[config.mk]
export PLATFORM = sky130hd
export DESIGN_NAME = a2d_rr_intf
export DESIGN_NICKNAME = d
export VERILOG_FILES = /design/src/rtl/a2d_rr_intf.sv
export SDC_FILE = /design/constraint.sdc
export NUM_CORES = 1
export LEC_CHECK = 0
export BUFFER_PORTS_ARGS = -buffer_cell sky130_fd_sc_hd__buf_2
export CORE_MARGIN = 2
export CORE_UTILIZATION = 59
export CTS_BUF_LIST = sky130_fd_sc_hd__clkbuf_4 sky130_fd_sc_hd__clkbuf_8
export CTS_CLUSTER_DIAMETER = 200
export DETAILED_ROUTE_END_ITERATION = 10
export GPL_TIMING_DRIVEN = 0
export HOLD_SLACK_MARGIN = 0.06
export PLACE_DENSITY = 0.83
export SLEW_MARGIN = 10
export SYNTH_ARGS = -nofsm -noshare
export SYNTH_HDL_FRONTEND = slang
export SYNTH_SLANG_ARGS = --single-unit
[constraint.sdc]
create_clock -name clk -period 4.7 [get_ports clk]
set_input_delay 0.235 -clock clk [delete_from_list [all_inputs] [get_ports clk]]
set_output_delay 0.235 -clock clk [all_outputs]
set_load 0.03 [all_outputs]
[src/rtl/a2d_rr_intf.sv]
// a2d_rr_intf: round-robin reader for an ADC128S-style 8-channel 12-bit SPI ADC.
// It converts battery (ch0), current (ch1), brake (ch3) and torque (ch4) in turn.
// The latest result of each channel is held in its own register.
// It contains its own SPI master: SCLK = clk/SCLK_DIV, idles high, 16-bit frames.
//
// Optional feature macro: A2D_CNV_TIMER_EN
//   defined   : a conversion starts only when the free-running CNV_PERIOD timer wraps
//   undefined : conversions run back to back (fast simulation build)
//
// Ports:
//   clk, rst_n      system clock, synchronous active-low reset
//   batt/curr/      latest 12-bit results of channels 0/1/3/4
//   brake/torque
//   SS_n, SCLK,     SPI master outputs (slave select, clock, data out)
//   MOSI
//   MISO            SPI data in from the ADC
module a2d_rr_intf #(
`ifdef A2D_CNV_TIMER_EN
    parameter int unsigned CNV_PERIOD = 16384,
`endif
    parameter int unsigned SCLK_DIV   = 32
) (
    input  logic        clk,
    input  logic        rst_n,
    output logic [11:0] batt,
    output logic [11:0] curr,
    output logic [11:0] brake,
    output logic [11:0] torque,
    output logic        SS_n,
    output logic        SCLK,
    output logic        MOSI,
    input  logic        MISO
);

    localparam int unsigned DIV_W  = $clog2(SCLK_DIV);
    localparam int unsigned WORD_W = 16;
    localparam int unsigned DAT_W  = 12;

    // Divider load makes the first SCLK fall land 8 clks after wrt.
    localparam logic [DIV_W-1:0] DIV_LOAD = DIV_W'(SCLK_DIV - 8);
    localparam logic [DIV_W-1:0] DIV_LAST = DIV_W'(SCLK_DIV - 1);
    localparam logic [DIV_W-1:0] DIV_HALF = DIV_W'(SCLK_DIV / 2);

    typedef enum logic [1:0] {SPI_IDLE, SPI_FRONT, SPI_XFER, SPI_BACK} spi_state_t;
    typedef enum logic [1:0] {IDLE, CMD, WAIT, READ} state_t;

    // ------------------------------------------------------------------
    // SPI master
    // ------------------------------------------------------------------
    spi_state_t         spi_state;
    spi_state_t         spi_nxt;
    logic [DIV_W-1:0]   div_cnt;
    logic [3:0]         bit_cnt;
    logic [WORD_W-1:0]  shft_reg;
    logic               miso_smpl;
    logic               done;

    logic               wrt;
    logic [WORD_W-1:0]  cmd;

    logic               div_ld;
    logic               div_run;
    logic               div_half_ld;
    logic               do_shift;
    logic               do_smpl;
    logic               set_done;

    // SPI state register
    always_ff @(posedge clk) begin
        if (!rst_n) spi_state <= SPI_IDLE;
        else        spi_state <= spi_nxt;
    end

    // SPI next state and datapath controls
    always_comb begin
        spi_nxt     = spi_state;
        div_ld      = 1'b0;
        div_run     = 1'b0;
        div_half_ld = 1'b0;
        do_shift    = 1'b0;
        do_smpl     = 1'b0;
        set_done    = 1'b0;
        case (spi_state)
            SPI_IDLE: begin
                if (wrt) begin
                    div_ld  = 1'b1;
                    spi_nxt = SPI_FRONT;
                end
            end
            // Run up to the first SCLK fall, which only presents the MSB.
            SPI_FRONT: begin
                div_run = 1'b1;
                if (div_cnt == DIV_LAST) spi_nxt = SPI_XFER;
            end
            SPI_XFER: begin
                if (div_cnt == DIV_HALF) do_smpl = 1'b1;
                if (div_cnt == DIV_LAST) begin
                    do_shift = 1'b1;
                    // Last shift: park the divider with SCLK high for the back porch.
                    if (bit_cnt == 4'hF) begin
                        div_half_ld = 1'b1;
                        spi_nxt     = SPI_BACK;
                    end else begin
                        div_run = 1'b1;
                    end
                end else begin
                    div_run = 1'b1;
                end
            end
            SPI_BACK: begin
                if (div_cnt == DIV_LAST) begin
                    set_done = 1'b1;
                    spi_nxt  = SPI_IDLE;
                end else begin
                    div_run = 1'b1;
                end
            end
            default: spi_nxt = SPI_IDLE;
        endcase
    end

    // SPI datapath: divider, bit counter, shift register, slave select
    always_ff @(posedge clk) begin
        if (!rst_n) begin
            div_cnt   <= DIV_LAST;
            bit_cnt   <= '0;
            shft_reg  <= '0;
            miso_smpl <= 1'b0;
            SS_n      <= 1'b1;
            done      <= 1'b0;
        end else begin
            done <= set_done;
            if (div_ld)           div_cnt <= DIV_LOAD;
            else if (div_half_ld) div_cnt <= DIV_HALF;
            else if (div_run)     div_cnt <= div_cnt + DIV_W'(1);

            if (div_ld)        bit_cnt <= '0;
            else if (do_shift) bit_cnt <= bit_cnt + 4'd1;

            if (do_smpl) miso_smpl <= MISO;

            if (div_ld)        shft_reg <= cmd;
            else if (do_shift) shft_reg <= {shft_reg[WORD_W-2:0], miso_smpl};

            if (div_ld)        SS_n <= 1'b0;
            else if (set_done) SS_n <= 1'b1;
        end
    end

    assign SCLK = div_cnt[DIV_W-1];
    assign MOSI = shft_reg[WORD_W-1];

    // ------------------------------------------------------------------
    // Conversion pacing
    // ------------------------------------------------------------------
    logic cnv_start;

`ifdef A2D_CNV_TIMER_EN
    localparam int unsigned TMR_W = $clog2(CNV_PERIOD);
    logic [TMR_W-1:0] timer;

    // Free-running; wraps dropped while busy because only IDLE looks at it.
    always_ff @(posedge clk) begin
        if (!rst_n) timer <= '0;
        else        timer <= timer + TMR_W'(1);
    end

    assign cnv_start = (timer == TMR_W'(CNV_PERIOD - 1));
`else
    assign cnv_start = 1'b1;
`endif

    // ------------------------------------------------------------------
    // Round-robin sequencer
    // ------------------------------------------------------------------
    state_t      state;
    state_t      nxt;
    logic [1:0]  rr_idx;
    logic [2:0]  chnl;
    logic        res_ld;

    // rr_idx to physical ADC channel
    always_comb begin
        chnl = 3'd0;
        case (rr_idx)
            2'd0:    chnl = 3'd0;
            2'd1:    chnl = 3'd1;
            2'd2:    chnl = 3'd3;
            default: chnl = 3'd4;
        endcase
    end

    assign cmd = {2'b00, chnl, 11'h000};

    // Sequencer state register
    always_ff @(posedge clk) begin
        if (!rst_n) state <= IDLE;
        else        state <= nxt;
    end

    // Two frames per conversion: the ADC answers the previous frame's channel.
    always_comb begin
        nxt    = state;
        wrt    = 1'b0;
        res_ld = 1'b0;
        case (state)
            IDLE: begin
                if (cnv_start) begin
                    wrt = 1'b1;
                    nxt = CMD;
                end
            end
            CMD: begin
                if (done) nxt = WAIT;
            end
            WAIT: begin
                wrt = 1'b1;
                nxt = READ;
            end
            READ: begin
                if (done) begin
                    res_ld = 1'b1;
                    nxt    = IDLE;
                end
            end
            default: nxt = IDLE;
        endcase
    end

    // Result registers and channel index
    always_ff @(posedge clk) begin
        if (!rst_n) begin
            rr_idx <= '0;
            batt   <= '0;
            curr   <= '0;
            brake  <= '0;
            torque <= '0;
        end else if (res_ld) begin
            rr_idx <= rr_idx + 2'd1;
            case (rr_idx)
                2'd0:    batt   <= shft_reg[DAT_W-1:0];
                2'd1:    curr   <= shft_reg[DAT_W-1:0];
                2'd2:    brake  <= shft_reg[DAT_W-1:0];
                default: torque <= shft_reg[DAT_W-1:0];
            endcase
        end
    end

endmodule

## Yosys cells after proc, flatten, opt, wreduce, memory -nomap -nowiden

Cells that the tools add are included.

- Logic and storage cells: 90
- Register bits: 82
- Output and inout port bits: 51

- Reductions and logical operators: 17
- Muxes and demuxes: 34
- Add/subtract/negate cells: 3
- Eq/ne operators: 18
- Bitwise operators: 2

Operator list:

| operator | count |
|---|---|
| $mux W14 | 2 |
| $mux W1 | 18 |
| $pmux W2 S4 | 2 |
| $mux W2 | 7 |
| $ne A2 B2 Y1 const B | 7 |
| $eq A2 B2 Y1 const B | 5 |
| $eq A5 B5 Y1 const B | 2 |
| $reduce_and A2 Y1 | 5 |
| $pmux W3 S3 | 1 |
| $mux W4 | 2 |
| $eq A2 B1 Y1 const B | 3 |
| $logic_not A2 Y1 | 3 |
| $reduce_bool A2 Y1 | 3 |
| $reduce_or A3 Y1 | 2 |
| $add A5 B1 Y5 const B | 1 |
| $reduce_and A5 Y1 | 1 |
| $add A4 B1 Y4 const B | 1 |
| $eq A4 B4 Y1 const B | 1 |
| $reduce_or A2 Y1 | 2 |
| $mux W3 | 1 |
| $pmux W1 S3 | 1 |
| $reduce_bool A3 Y1 | 1 |
| $add A2 B1 Y2 const B | 1 |
| $not A1 Y1 | 2 |

## Depth between registers and ports, before layout

- Depth after elaboration: 7
- Mapped depth: 8
- Mapped depth without buffers: 7

## Least setup slack after synthesis

OpenSTA, ideal clock, no wires.

- Path type: reg2reg
- Start: reg div_cnt[0]
- End: reg div_cnt[4]
- Data arrival time: 1.759 ns
- Path slack: 2.816 ns
- Period minus slack after synthesis: 1.884 ns
- Required time: 4.576 ns
- Cell stages (with the launch flop): 8
- Buffers on the path: 0
- Library setup time: 0.124 ns
- Path through: dfxtp_1 ha_1 and3_1 ha_1 nand4_2 o211ai_2 and3_1 a2111o_1

- Longest elaborated chain between the ends: 4
- Elaborated cells on any way between the ends: 8
- Classes of those cells: add/sub: 1; eq/ne: 1; mux: 5; reduce/logical: 1

Ends and longest elaborated chain:

| item | line | source |
|---|---|---|
| from (decl) | 52 | `logic [DIV_W-1:0] div_cnt;` |
| from (signal assigned) | 135 | `else if (div_run) div_cnt <= div_cnt + DIV_W'(1);` |
| $eq A5 B5 Y1 | 97, 111 |  |
| $mux W1 | 97 | `if (div_cnt == DIV_LAST) begin` |
| $mux W1 | 83 | `case (spi_state)` |
| $reduce_or A3 Y1 (no source line) | n/a |  |

Several ways; a longest one is shown, not always the timed one.
A chain may end at the register's enable or synchronous reset.

## Worst setup path after layout

Same ends and word-level chain as after synthesis.

==> out/summary.txt <==
Total gr overflow: 0
Grt met2 use: 44.9%
Max-cap violations: 0
Netlist cell types: 39
Max Clk Rate: 0.471 GHz
Full die area: 0.00647 mm²
Ys async rst share: 0%
CTS buffer count: 9
Sw Ratio: 28.8%
Reg2Reg Launch Point: div_cnt[0]
Setup TNS: 0 ns
Cell area after layout: 0.00407 mm²
Layout cells sized above 1: 18.1%
Warnings from Yosys: 0
Reg2reg path depth: 7
Total GRT Usage: 27.1%
Most used DFF post-synth: dfxtp_1
Register area share after synthesis: 47.6%
# fillers: 440
Hold Path Sink: miso_smpl
Hold wc startpoint: MISO
Critical setup path kind: reg -> reg
Sequential Power Share: 42.5%
CTS Hold Bufs: 0
Crit path arrival time: 2.36 ns
Hold Vio Cnt, Final: 0
Yosys top cell by area: dfxtp_1
Reg2reg end: div_cnt[4]
Clock skew: 0.00662 ns
Cell count after synthesis: 406
Post-synthesis simple-gate area fraction: 22.8%
Antenna Cells: 0
Met3 Resource Use GR: 4.61%
Seq. cell area: 0.00164 mm²
Worst-path cell chain: ha_1, and3_1, ha_1, nand4_2, o211ai_2, and3_1, a2111o_1
Number of DRC markers in iteration 0: 147
VDD IR max: 0.276 mV
Post-layout nets: 488
Yosys top cell area share: 47.6%
Clock group share of total power: 36.9%
Post-Syn Area: 0.00345 mm²
CTS clock-pin slew for the worst setup and hold paths: 0.08 ns
Global route hottest layer: met2
CTS resizes: 0
Compound-Gate Fraction of Synth Area: 18.4%
Post-layout util: 73.0%
Antenna violations before repair: 0
Clock Latency Late Sink: 0.34 ns
CTS Root Buffer Type: clkbuf_8
Wire length of the first global-routing pass: 13200 µm
Worst setup EP type: flip-flop
Vias: 3011
P&R area growth vs syn: 18.1%
TritonCTS clock tree: done
Final wirelength: 8180 µm
Core region area: 0.00557 mm²
Post-DR vias/cell: 5.51
Worst setup SP type: flip-flop
Power share of the combinational group: 20.5%
Largest net degree at the start of global routing: 15
Final worst path period need: 2.12 ns
Final Slew Violations: 0
Placed cell count: 530
CTS H-tree lvls: 3
PortBufs: 52
Worst-Margin Slew: 0.487 ns
Tcrit/Tclk final: 45.2%
Hold Crit Depth: 3
Die Wd: 80.4 µm
Post-route DRC violation count: 0
Hold WC Path Type: in -> reg
I/O pin total: 54
Worst R2R Setup Slack: 2.58 ns
Leakage: 0.00170 µW
Post-Synth Adder-Cell Area: 5.81%
Endpoints failing setup: 0
Power per cell area: 451 mW/mm²
Synth Area per Inst: 8.49 µm²
Hpwl dp: 5610 µm
# Post-CTS Setup Buffers: 0
Buf/Inv on CP: 0
Die height: 80.4 µm
Site Rows: 27
Vias in the first global route: 2840
Net Count, Synth: 425
EDFF count, synth: 0
Sw power: 528 µW
RSZ-0062 raised after global routing: no
Total internal power: 1310 µW
Slowest-stage cell, CP: a2111o_1
Status: completed
Non-Filler Instances: 546
RePlAce Congestion: 0.847
Placed cell areas: 0.00380 mm²
Relative slew slack: 67.5%
Initial Utilization: 61.8%
WL/cell: 15.0 µm
Final ANT Viol Nets: 0
Top post-synthesis cells by area: dfxtp_1, nand2_1, a21boi_0
Post-Synth XOR/XNOR Area: 1.02%
Top cell family by delay on the critical path: simple AND/OR/NAND/NOR gates
Drt pass-1 iters: 5
Worst Path Max Fanout: 7
Crit path largest cell delay: 0.36 ns
Clock Tree Buf Depth: 2
Worst path required time: 4.94 ns
Area of the multi-input gates: 0.00167 mm²
Clock sinks: 82
Largest register FFs: 16
Grt met1 use: 34.8%
Yosys reg bits: 82
Largest family of logic cells by synthesized area: simple AND/OR/NAND/NOR gates
Post-synthesis mux area share: 0.581%
-- logic make-up after synthesis --
group,count (synthesis)
buffers and inverters,31
adder cells (fa/ha/maj),16
AND/OR/NAND/NOR,185
AO/OA/AOI/OAI,86
flip-flops,82
XOR/XNOR,4
multiplexers,2
-- through the flow --
| stage | hold WS, ns | total power, µW | worst slack (ns) |
|---|---|---|---|
| detailed placement | 0.455 | 1160 | 2.60 |
| CTS | 0.145 | 1840 | 2.58 |
| finish | 0.155 | 1830 | 2.58 |
| global placement | 0.445 | 1140 | 2.62 |
| global route | 0.156 | 1920 | 2.44 |
| floorplan | 0.401 | 1070 | 2.82 |
-- cell usage after synthesis, types with 2 or more instances --
cell	instances
a21oi_1	17
ha_1	16
o21ai_0	2
dfxtp_1	82
xnor2_1	2
nand2_1	139
nand2_2	2
buf_2	9
mux2i_1	2
nor2b_1	3
nor2_1	9
xor2_1	2
and2_1	3
nand3_1	11
a21boi_0	49
o211ai_1	2
nand4_1	3
o211a_1	5
inv_1	8
clkbuf_1	12
nor3b_1	2
nor3_1	2
and3_1	8
-- worst min-delay path, cell delays in order --
cell and delay [ns]:
buf_2 0.08, mux2i_1 0.05, nor2b_1 0.10
-- routing by layer --
metal / vias up / wire, µm
li1: 1473 / -
met5: - / 0
met1: 1415 / 3570
met4: 0 / 160
met3: 15 / 505
met2: 108 / 3940
-- layout make-up --
cell class	count	area share, %
well taps	72	2.21
inverters	8	0.738
clock buffers	10	3.38
plain buffers	23	2.52
flip-flops and latches	82	40.3
multi-input cells	293	41.1
clock inverters	6	3.35
repair buffers	52	6.39
-- power by group through the flow --
stage / clock network (µW) / logic (µW) / registers [µW]
after floorplan: 0 / 273 / 799
after global placement: 0 / 350 / 792
after detailed placement: 0 / 364 / 795
after CTS: 685 / 371 / 779
after global routing: 710 / 418 / 788
final: 678 / 376 / 780
-- worst max path at each step --
stage                from          to  slack, ns  cells after the start
2_1_floorplan  div_cnt[0]  div_cnt[4]       2.82                      7
3_3_place_gp   div_cnt[0]  div_cnt[4]       2.62                      7
3_5_place_dp   div_cnt[0]  div_cnt[4]       2.60                      7
4_1_cts        div_cnt[0]  div_cnt[4]       2.58                      7
5_1_grt        div_cnt[0]  div_cnt[4]       2.44                      7
6_report       div_cnt[0]  div_cnt[4]       2.58                      7
-- cell usage in the layout (no fill, tap or decap), types with 3 or more instances in the layout --
| master | count |
|---|---|
| nor2_1 | 9 |
| a21boi_0 | 49 |
| buf_2 | 61 |
| bufinv_16 | 4 |
| o211a_1 | 5 |
| and3_1 | 8 |
| ha_1 | 16 |
| clkbuf_1 | 12 |
| nand3_1 | 11 |
| clkbuf_8 | 10 |
| nand2_1 | 139 |
| nor2b_1 | 3 |
| a21oi_1 | 17 |
| nand4_1 | 3 |
| dfxtp_1 | 82 |
| and2_1 | 3 |
| inv_1 | 8 |
(Power assumes the default switching activity.)
